File: src/rtl/steuerung_pkg.sv
// Shared definitions for the instruction fetch path: fetch FSM states,
// instruction size in bytes and the default bus widths.
package steuerung_pkg;

    typedef enum logic [1:0] {
        IDLE    = 2'd0,
        ANFRAGE = 2'd1,
        FERTIG  = 2'd2,
        FEHLER  = 2'd3
    } lade_zustand_t;

    localparam int BEFEHL_BYTES       = 4;
    localparam int DEFAULT_ADDR_WIDTH = 32;
    localparam int DEFAULT_DATA_WIDTH = 32;

endpackage

File: src/rtl/befehl_pc.sv
// Program counter register: sequential advance by one instruction or a
// word-aligned jump. The low two target bits are dropped so the PC can never
// become misaligned.
module befehl_pc
    import steuerung_pkg::*;
#(
    parameter int                    ADDR_WIDTH = DEFAULT_ADDR_WIDTH,
    parameter logic [ADDR_WIDTH-1:0] RESET_PC   = '0
) (
    input  logic                  Clock,
    input  logic                  Reset,
    input  logic                  update,
    input  logic                  sprung,
    input  logic [ADDR_WIDTH-1:0] sprungziel,
    output logic [ADDR_WIDTH-1:0] pc
);

    // PC register; the increment wraps naturally at the top of the address space.
    always_ff @(posedge Clock or posedge Reset) begin
        if (Reset) begin
            pc <= RESET_PC;
        end else if (update) begin
            if (sprung) begin
                pc <= {sprungziel[ADDR_WIDTH-1:2], 2'b00};
            end else begin
                pc <= pc + ADDR_WIDTH'(BEFEHL_BYTES);
            end
        end
    end

endmodule

File: src/rtl/befehl_lader.sv
// Instruction fetch unit. On a request level from control it reads one word
// from instruction memory, latches it and pulses BefehlGeladen for one cycle.
// A request must be seen low once before another fetch is accepted (armed).
// A memory that never answers traps the unit in FEHLER until reset.
//
//   state   | meaning
//   --------+-----------------------------------------------------------
//   IDLE    | waiting for an armed fetch request
//   ANFRAGE | read request on the bus, waiting for SpeicherBereit
//   FERTIG  | Befehl valid, one-cycle BefehlGeladen pulse
//   FEHLER  | memory timed out; sticky Busfehler, left only by Reset
module befehl_lader
    import steuerung_pkg::*;
#(
    parameter int                    ADDR_WIDTH = DEFAULT_ADDR_WIDTH,
    parameter int                    DATA_WIDTH = DEFAULT_DATA_WIDTH,
    parameter logic [ADDR_WIDTH-1:0] RESET_PC   = '0,
    parameter int                    TIMEOUT    = 255
) (
    input  logic                  Clock,
    input  logic                  Reset,
    input  logic                  LoadBefehlSignal,
    input  logic                  PCSignal,
    input  logic                  PCSprungSignal,
    input  logic [ADDR_WIDTH-1:0] Sprungziel,
    input  logic                  SpeicherBereit,
    input  logic [DATA_WIDTH-1:0] SpeicherDaten,
    output logic                  SpeicherLesen,
    output logic [ADDR_WIDTH-1:0] SpeicherAdresse,
    output logic [DATA_WIDTH-1:0] Befehl,
    output logic                  BefehlGeladen,
    output logic [ADDR_WIDTH-1:0] PC,
    output logic                  Busfehler
);

    // Counter only needs to reach TIMEOUT-1.
    localparam int               CNT_W    = (TIMEOUT > 1) ? $clog2(TIMEOUT) : 1;
    localparam logic [CNT_W-1:0] CNT_LAST = CNT_W'(TIMEOUT - 1);

    lade_zustand_t    state;
    logic             armed;
    logic [CNT_W-1:0] wait_cnt;
    logic             pc_update;

    // The PC freezes once the bus has failed.
    assign pc_update = PCSignal && (state != FEHLER);

    befehl_pc #(
        .ADDR_WIDTH (ADDR_WIDTH),
        .RESET_PC   (RESET_PC)
    ) u_pc (
        .Clock      (Clock),
        .Reset      (Reset),
        .update     (pc_update),
        .sprung     (PCSprungSignal),
        .sprungziel (Sprungziel),
        .pc         (PC)
    );

    // Fetch FSM with registered bus/handshake outputs, address latch,
    // timeout counter and instruction latch.
    always_ff @(posedge Clock or posedge Reset) begin
        if (Reset) begin
            state           <= IDLE;
            armed           <= 1'b1;
            wait_cnt        <= '0;
            SpeicherAdresse <= RESET_PC;
            Befehl          <= '0;
            SpeicherLesen   <= 1'b0;
            BefehlGeladen   <= 1'b0;
            Busfehler       <= 1'b0;
        end else begin
            BefehlGeladen <= 1'b0;
            // A low request always re-arms, even in the FERTIG cycle.
            if (!LoadBefehlSignal) begin
                armed <= 1'b1;
            end
            case (state)
                IDLE: begin
                    if (LoadBefehlSignal && armed) begin
                        SpeicherAdresse <= PC;
                        wait_cnt        <= '0;
                        SpeicherLesen   <= 1'b1;
                        state           <= ANFRAGE;
                    end
                end
                ANFRAGE: begin
                    if (SpeicherBereit) begin
                        Befehl        <= SpeicherDaten;
                        SpeicherLesen <= 1'b0;
                        BefehlGeladen <= 1'b1;
                        state         <= FERTIG;
                    end else if (wait_cnt == CNT_LAST) begin
                        SpeicherLesen <= 1'b0;
                        Busfehler     <= 1'b1;
                        state         <= FEHLER;
                    end else begin
                        wait_cnt <= wait_cnt + 1'b1;
                    end
                end
                FERTIG: begin
                    if (LoadBefehlSignal) begin
                        armed <= 1'b0;
                    end
                    state <= IDLE;
                end
                FEHLER: begin
                    SpeicherLesen <= 1'b0;
                    Busfehler     <= 1'b1;
                end
                default: begin
                    state <= IDLE;
                end
            endcase
        end
    end

endmodule
File: config.mk
export PLATFORM = sky130hd
export DESIGN_NAME = befehl_lader
export DESIGN_NICKNAME = d
export VERILOG_FILES = /design/src/rtl/steuerung_pkg.sv /design/src/rtl/befehl_pc.sv /design/src/rtl/befehl_lader.sv
export SDC_FILE = /design/constraint.sdc
export NUM_CORES = 1
export LEC_CHECK = 0
export ABC_AREA = 1
export CORE_MARGIN = 10
export CORE_UTILIZATION = 50
export CTS_CLUSTER_SIZE = 30
export DETAILED_ROUTE_END_ITERATION = 8
export PLACE_DENSITY = 0.95
export SYNTH_ARGS = -nofsm -noshare
export SYNTH_HDL_FRONTEND = slang
export SYNTH_SLANG_ARGS = --single-unit
export TNS_END_PERCENT = 100
File: constraint.sdc
create_clock -name Clock -period 6.8 [get_ports Clock]
set_input_delay 1.36 -clock Clock [delete_from_list [all_inputs] [get_ports Clock]]
set_output_delay 1.36 -clock Clock [all_outputs]
set_load 0.005 [all_outputs]
# After elaboration in Yosys (flattened, before gate mapping)
# Cells that the tools add are included.
totals:
  out_inout_bits: 99
  ff_bits: 110
classes:
  reduce_logical: 13
  n_mux: 21
  eq_ne: 10
  n_addsub: 2
op_table:
  columns: ["cell", "count"]
  rows:
  - ["$add 32x3->32 const B", 1]
  - ["$mux 32", 1]
  - ["$mux 8", 3]
  - ["$pmux 8 s2", 1]
  - ["$mux 1", 10]
  - ["$ne 2x2->1 const B", 5]
  - ["$reduce_and 3->1", 3]
  - ["$add 8x1->8 const B", 1]
  - ["$eq 8x8->1 const B", 1]
  - ["$mux 2", 3]
  - ["$pmux 2 s3", 1]
  - ["$reduce_bool 3->1", 2]
  - ["$eq 2x2->1 const B", 2]
  - ["$reduce_and 2->1", 2]
  - ["$reduce_and 4->1", 1]
  - ["$reduce_bool 2->1", 2]
  - ["$ne 3x3->1 const B", 1]
  - ["$pmux 1 s3", 1]
  - ["$eq 2x1->1 const B", 1]
  - ["$logic_and 1x1->1", 2]
  - ["$logic_not 2->1", 1]
  - ["$pmux 1 s2", 1]

# Longest topological paths before layout
logic_depth:
  word_depth: 4
  ltp_mapped: 11
  mapped_depth_nobuf: 11

# Cells and area by module
# A second synthesis with hierarchy kept.
unflattened:
  hier_cells: 772
  area_unflattened_um2: 5766.8
by_module_without_submodules:
  columns: ["module", "area_each_um2", "n_inst", "seq_area_each_um2", "cells_per_inst"]
  rows:
  - ["befehl_lader", 3331.9, 1, 1953.1, 374]
  - ["befehl_pc", 2434.8, 1, 750.7, 398]

# Worst setup path after synthesis
# Ideal clock, no wire load.
synth_path:
  kind: "in2reg"
  start: "input PCSprungSignal"
  end: "register u_pc.pc[7]"
  setup_slack_ns: 4.529
  path_stages: 6
  arrival_time_ns: 2.152
  t_required_ns: 6.680
  path_buffers: 2
  cell_sequence: "buf_2 -> clkinv_1 -> clkbuf_1 -> a21oi_1 -> o21ai_0 -> inv_1"
synth_between:
  elab_chain_len: 1
synth_lines:
  columns: ["item", "line", "text"]
  rows:
  - ["start, declared", "befehl_lader.sv:24", "input logic PCSprungSignal,"]
  - ["$mux 32", "befehl_pc.sv:23", "if (sprung) begin"]
  - ["end signal, assigned", "befehl_pc.sv:24", "pc <= {sprungziel[ADDR_WIDTH-1:2], 2'b00};"]
  - ["end signal, assigned", "befehl_pc.sv:26", "pc <= pc + ADDR_WIDTH'(BEFEHL_BYTES);"]
  - ["end, declared", "befehl_pc.sv:15", "output logic [ADDR_WIDTH-1:0] pc"]
# No other way between the ends.
# A chain may end at the register's enable or synchronous reset.

# Worst setup path in the final report
layout_path:
  start: "input SpeicherBereit"
  end: "register Befehl[31]"
layout_between:
  elab_chain_len: 1
layout_lines:
  columns: ["item", "line", "text"]
  rows:
  - ["start, declared", "befehl_lader.sv:26", "input logic SpeicherBereit,"]
  - ["$reduce_and 2->1 (no source line)", null, null]
  - ["end signal, assigned", "befehl_lader.sv:89", "Befehl <= SpeicherDaten;"]
  - ["end, declared", "befehl_lader.sv:30", "output logic [DATA_WIDTH-1:0] Befehl,"]
# No other way between the ends.

==> run_results.csv <==
group,metric,value,unit
grt,grt_overflow,0,
power,p_per_area,416.8,nW/um^2
setup_path,end_kind,"register",
floorplan,die_area,15170,sq um
yosys,syn_area,5321,sq um
setup_path,slowest_delay,980,ps
yosys,ys_ff_latch,106,
final_layout,final_cell_mix,"nand2_1 (294), clkdlybuf4s50_1 (162), dfrtp_1 (105)",
hold_path,hold_class,"register to register",
power,total_power,2.989,mW
setup_path,r2r_cells,6,
power,cellLeakagePower,3.394,nW
power,ir_worst_vdd,0.2543,mV
floorplan,fp.coreArea,10370,sq um
job,max_cap_violations,0,
placement,gp_congestion,0.9060,
drt,drt-pass1-iter-count,9,
setup_path,startpoint_type,"primary input",
drt,ant_nets,0,
setup_path,critical-path-slowest-cell,"clkinv_1",
drt,vias,5181,
grt,grt_antenna_before_repair,0,
final_layout,syn2layout_area_growth,34.78,%
setup_path,crit_top_cell,"nand2_1",
status,violations,"design-rule violations",
drt,drc,2,
cts,path_clk_slew,120,ps
grt,grtUsageTotal,20.96,%
setup_path,critPathKind,"primary input to register",
drt,drtIter0Drc,450,
setup_path,cp.required,7060,ps
sta,slew_headroom,34.50,%
final_layout,final_layout_size_suffix_gt1_share,4.805,%
yosys,seq_area_frac_synth,49.87,%
hold_path,hold_depth,2,
cts,cts_buffers,9,
setup_path,critPathArrivalTime,3870,ps
final_layout,layout.nets,942,
setup_path,rrSetupSlack,4090,ps
hold_path,hold_path_end,"SpeicherAdresse[13]",
floorplan,start_util,51.32,%
sta,fin_setup_tns,0,ps
floorplan,rows,37,
hold_path,hold_start,"SpeicherAdresse[13]",
sta,fin_worst_skew,13.47,ps
sta,finalHoldViolCount,0,
drt,viasPerCell,5.130,
setup_path,r2r-end,"Befehl[31]",
cts,ctsResizeCount,0,
final_layout,layout_commonest_cell,"nand2_1",
final_layout,fill_cells,807,
floorplan,die_h,123.2,um
sta,post-route-period-util,53.08,%
yosys,synth_cells,719,
sta,min_period,3609,ps
cts,postCtsSetupBuffers,0,
cts,clockRootBuffer,"clkbuf_8",
cts,clk_latency,370,ps
cts,htreeDepth,3,
yosys,synth_area_per_cell,7.401,sq um
sta,drv_slew,0,
setup_path,cp_max_fo,35,
cts,cts_tree,"built",
grt,grt_pass1_vias,5076,
placement,dpl.cell_count,994,
drt,wirelength,16.24,mm
grt,grt_max_degree,60,
yosys,yosysWarnings,0,
drt,wl_per_cell,16.08,um
final_layout,final_cells,1010,
floorplan,fp.dieW,123.2,um
cts,cts.sinks,106,
placement,dp_hpwl,12.25,mm
final_layout,antenna_cells,0,
cts,clockBufferDepth,2,
cts,cts_hold_buffers,0,
sta,finalSetupViolCount,0,
sta,fmax,277.1,MHz
setup_path,crit_chain,"clkdlybuf4s50_1, nand2_2, clkinv_1, nand2_1, nand2_1",
status,status,"finished, violations left",
floorplan,ios,169,
yosys,synthDistinctLibCells,34,
grt,grt_pass1_wl,25.49,mm
sta,rsz0062_at_grt,"false",
sta,worst_pin_slew,976.4,ps
setup_path,r2r-start,"state[0]",
placement,portBuffers,162,
-- layer usage --
layer | vias up | global-route usage [%] | part of all wire (%)
met5 | - | 0 | 0
met4 | 0 | 9.025 | 3.6
met3 | 37 | 5.378 | 9.2
met2 | 240 | 35.59 | 49
met1 | 2387 | 24.66 | 38
li1 | 2517 | - | -
-- flip-flops by register name, summed over array words and instances, names as in the netlist --
signal           flops
Busfehler            1
state                2
wait_cnt             8
SpeicherLesen        1
u_pc.pc             30
BefehlGeladen        1
SpeicherAdresse     30
armed                1
Befehl              32
-- cell type report --
class	instances	area (sq um)	area share, %
sequential	106	2654	37.00
multi-input combinational	527	2295	32.00
timing repair buffer	164	1637	22.82
inverter	61	231.5	3.227
tap	136	170.2	2.373
clock buffer	9	123.9	1.727
clock inverter	7	61.31	0.8548
-- Yosys cell counts --
cell type | number | area share, %
nor2_2 | 2 | 0.24
o21ai_1 | 5 | 0.47
nand2_2 | 2 | 0.24
buf_8 | 1 | 0.28
buf_6 | 1 | 0.21
inv_1 | 56 | 4.0
ha_1 | 3 | 0.71
nor2_1 | 85 | 6.0
dfrtp_1 | 105 | 49
a22oi_1 | 2 | 0.28
a31oi_1 | 1 | 0.12
nor2_4 | 1 | 0.21
nor3_1 | 3 | 0.28
buf_4 | 6 | 0.85
dfstp_2 | 1 | 0.49
nand2_1 | 294 | 21
clkinv_1 | 2 | 0.14
clkbuf_1 | 13 | 0.92
xor2_1 | 6 | 0.99
nand4_1 | 2 | 0.24
o21ai_0 | 56 | 5.3
a21oi_1 | 7 | 0.66
o22ai_1 | 3 | 0.35
buf_2 | 7 | 0.66
o21ai_2 | 9 | 1.5
conb_1 | 1 | 0.070
or2_2 | 1 | 0.12
o21ai_4 | 1 | 0.31
a31o_2 | 1 | 0.16
and2_1 | 1 | 0.12
nand3_1 | 35 | 3.3
xnor2_1 | 1 | 0.16
nand2_4 | 2 | 0.42
inv_2 | 3 | 0.21
-- per-stage QoR --
| stage | hold slack [ps] | util, % | setup slack (ps) | instance area [sq um] |
|---|---|---|---|---|
| final | 492.2 | 69.16 | 3191 | 7172 |
| after global routing | 505.7 | 69.16 | 3081 | 7172 |
| after CTS | 492.8 | 69.16 | 3232 | 7172 |
| after detailed placement | 464.0 | 67.37 | 2845 | 6987 |
| after global placement | 451.7 | 67.37 | 2926 | 6987 |
| after floorplan | 452.6 | - | 2653 | 5333 |
-- power breakdown --
group	internal (mW)	switching, mW	total (mW)
Clock	0.141	0.236	0.377
Combinational	0.709	0.736	1.45
Sequential	0.909	0.257	1.17
Total	1.76	1.23	2.99
-- kinds of logic (layout without fill, tap and decap cells) --
family                     Yosys count  count (layout)  share of synthesized area, %
and+or+nand+nor                    428             428                         31.88
DFF                                106             106                         49.87
buffers and inverters               89             241                         7.218
AOI/OAI and AO/OA                   85              85                         9.100
xor gates and xnor gates             7               7                         1.152
adders and majority gates            3               3                        0.7055
other                                1               4                       0.07047
-- worst max-delay path: cells and delay by family --
family        cells  cell delay, ps
buf+inv           2            1480
simple gates      3             990
-- how the worst max path moves through the flow --
stage                   start            end  slack [ps]  cells past startpoint
2_1_floorplan           Reset  BefehlGeladen        2650                      1
3_3_place_gp   SpeicherBereit  BefehlGeladen        2930                      3
3_5_place_dp   SpeicherBereit     Befehl[31]        2840                      5
4_1_cts        SpeicherBereit     Befehl[31]        3230                      5
5_1_grt        SpeicherBereit     Befehl[15]        3080                      5
6_report       SpeicherBereit     Befehl[31]        3190                      5
Power figures use the tool's default switching activity.
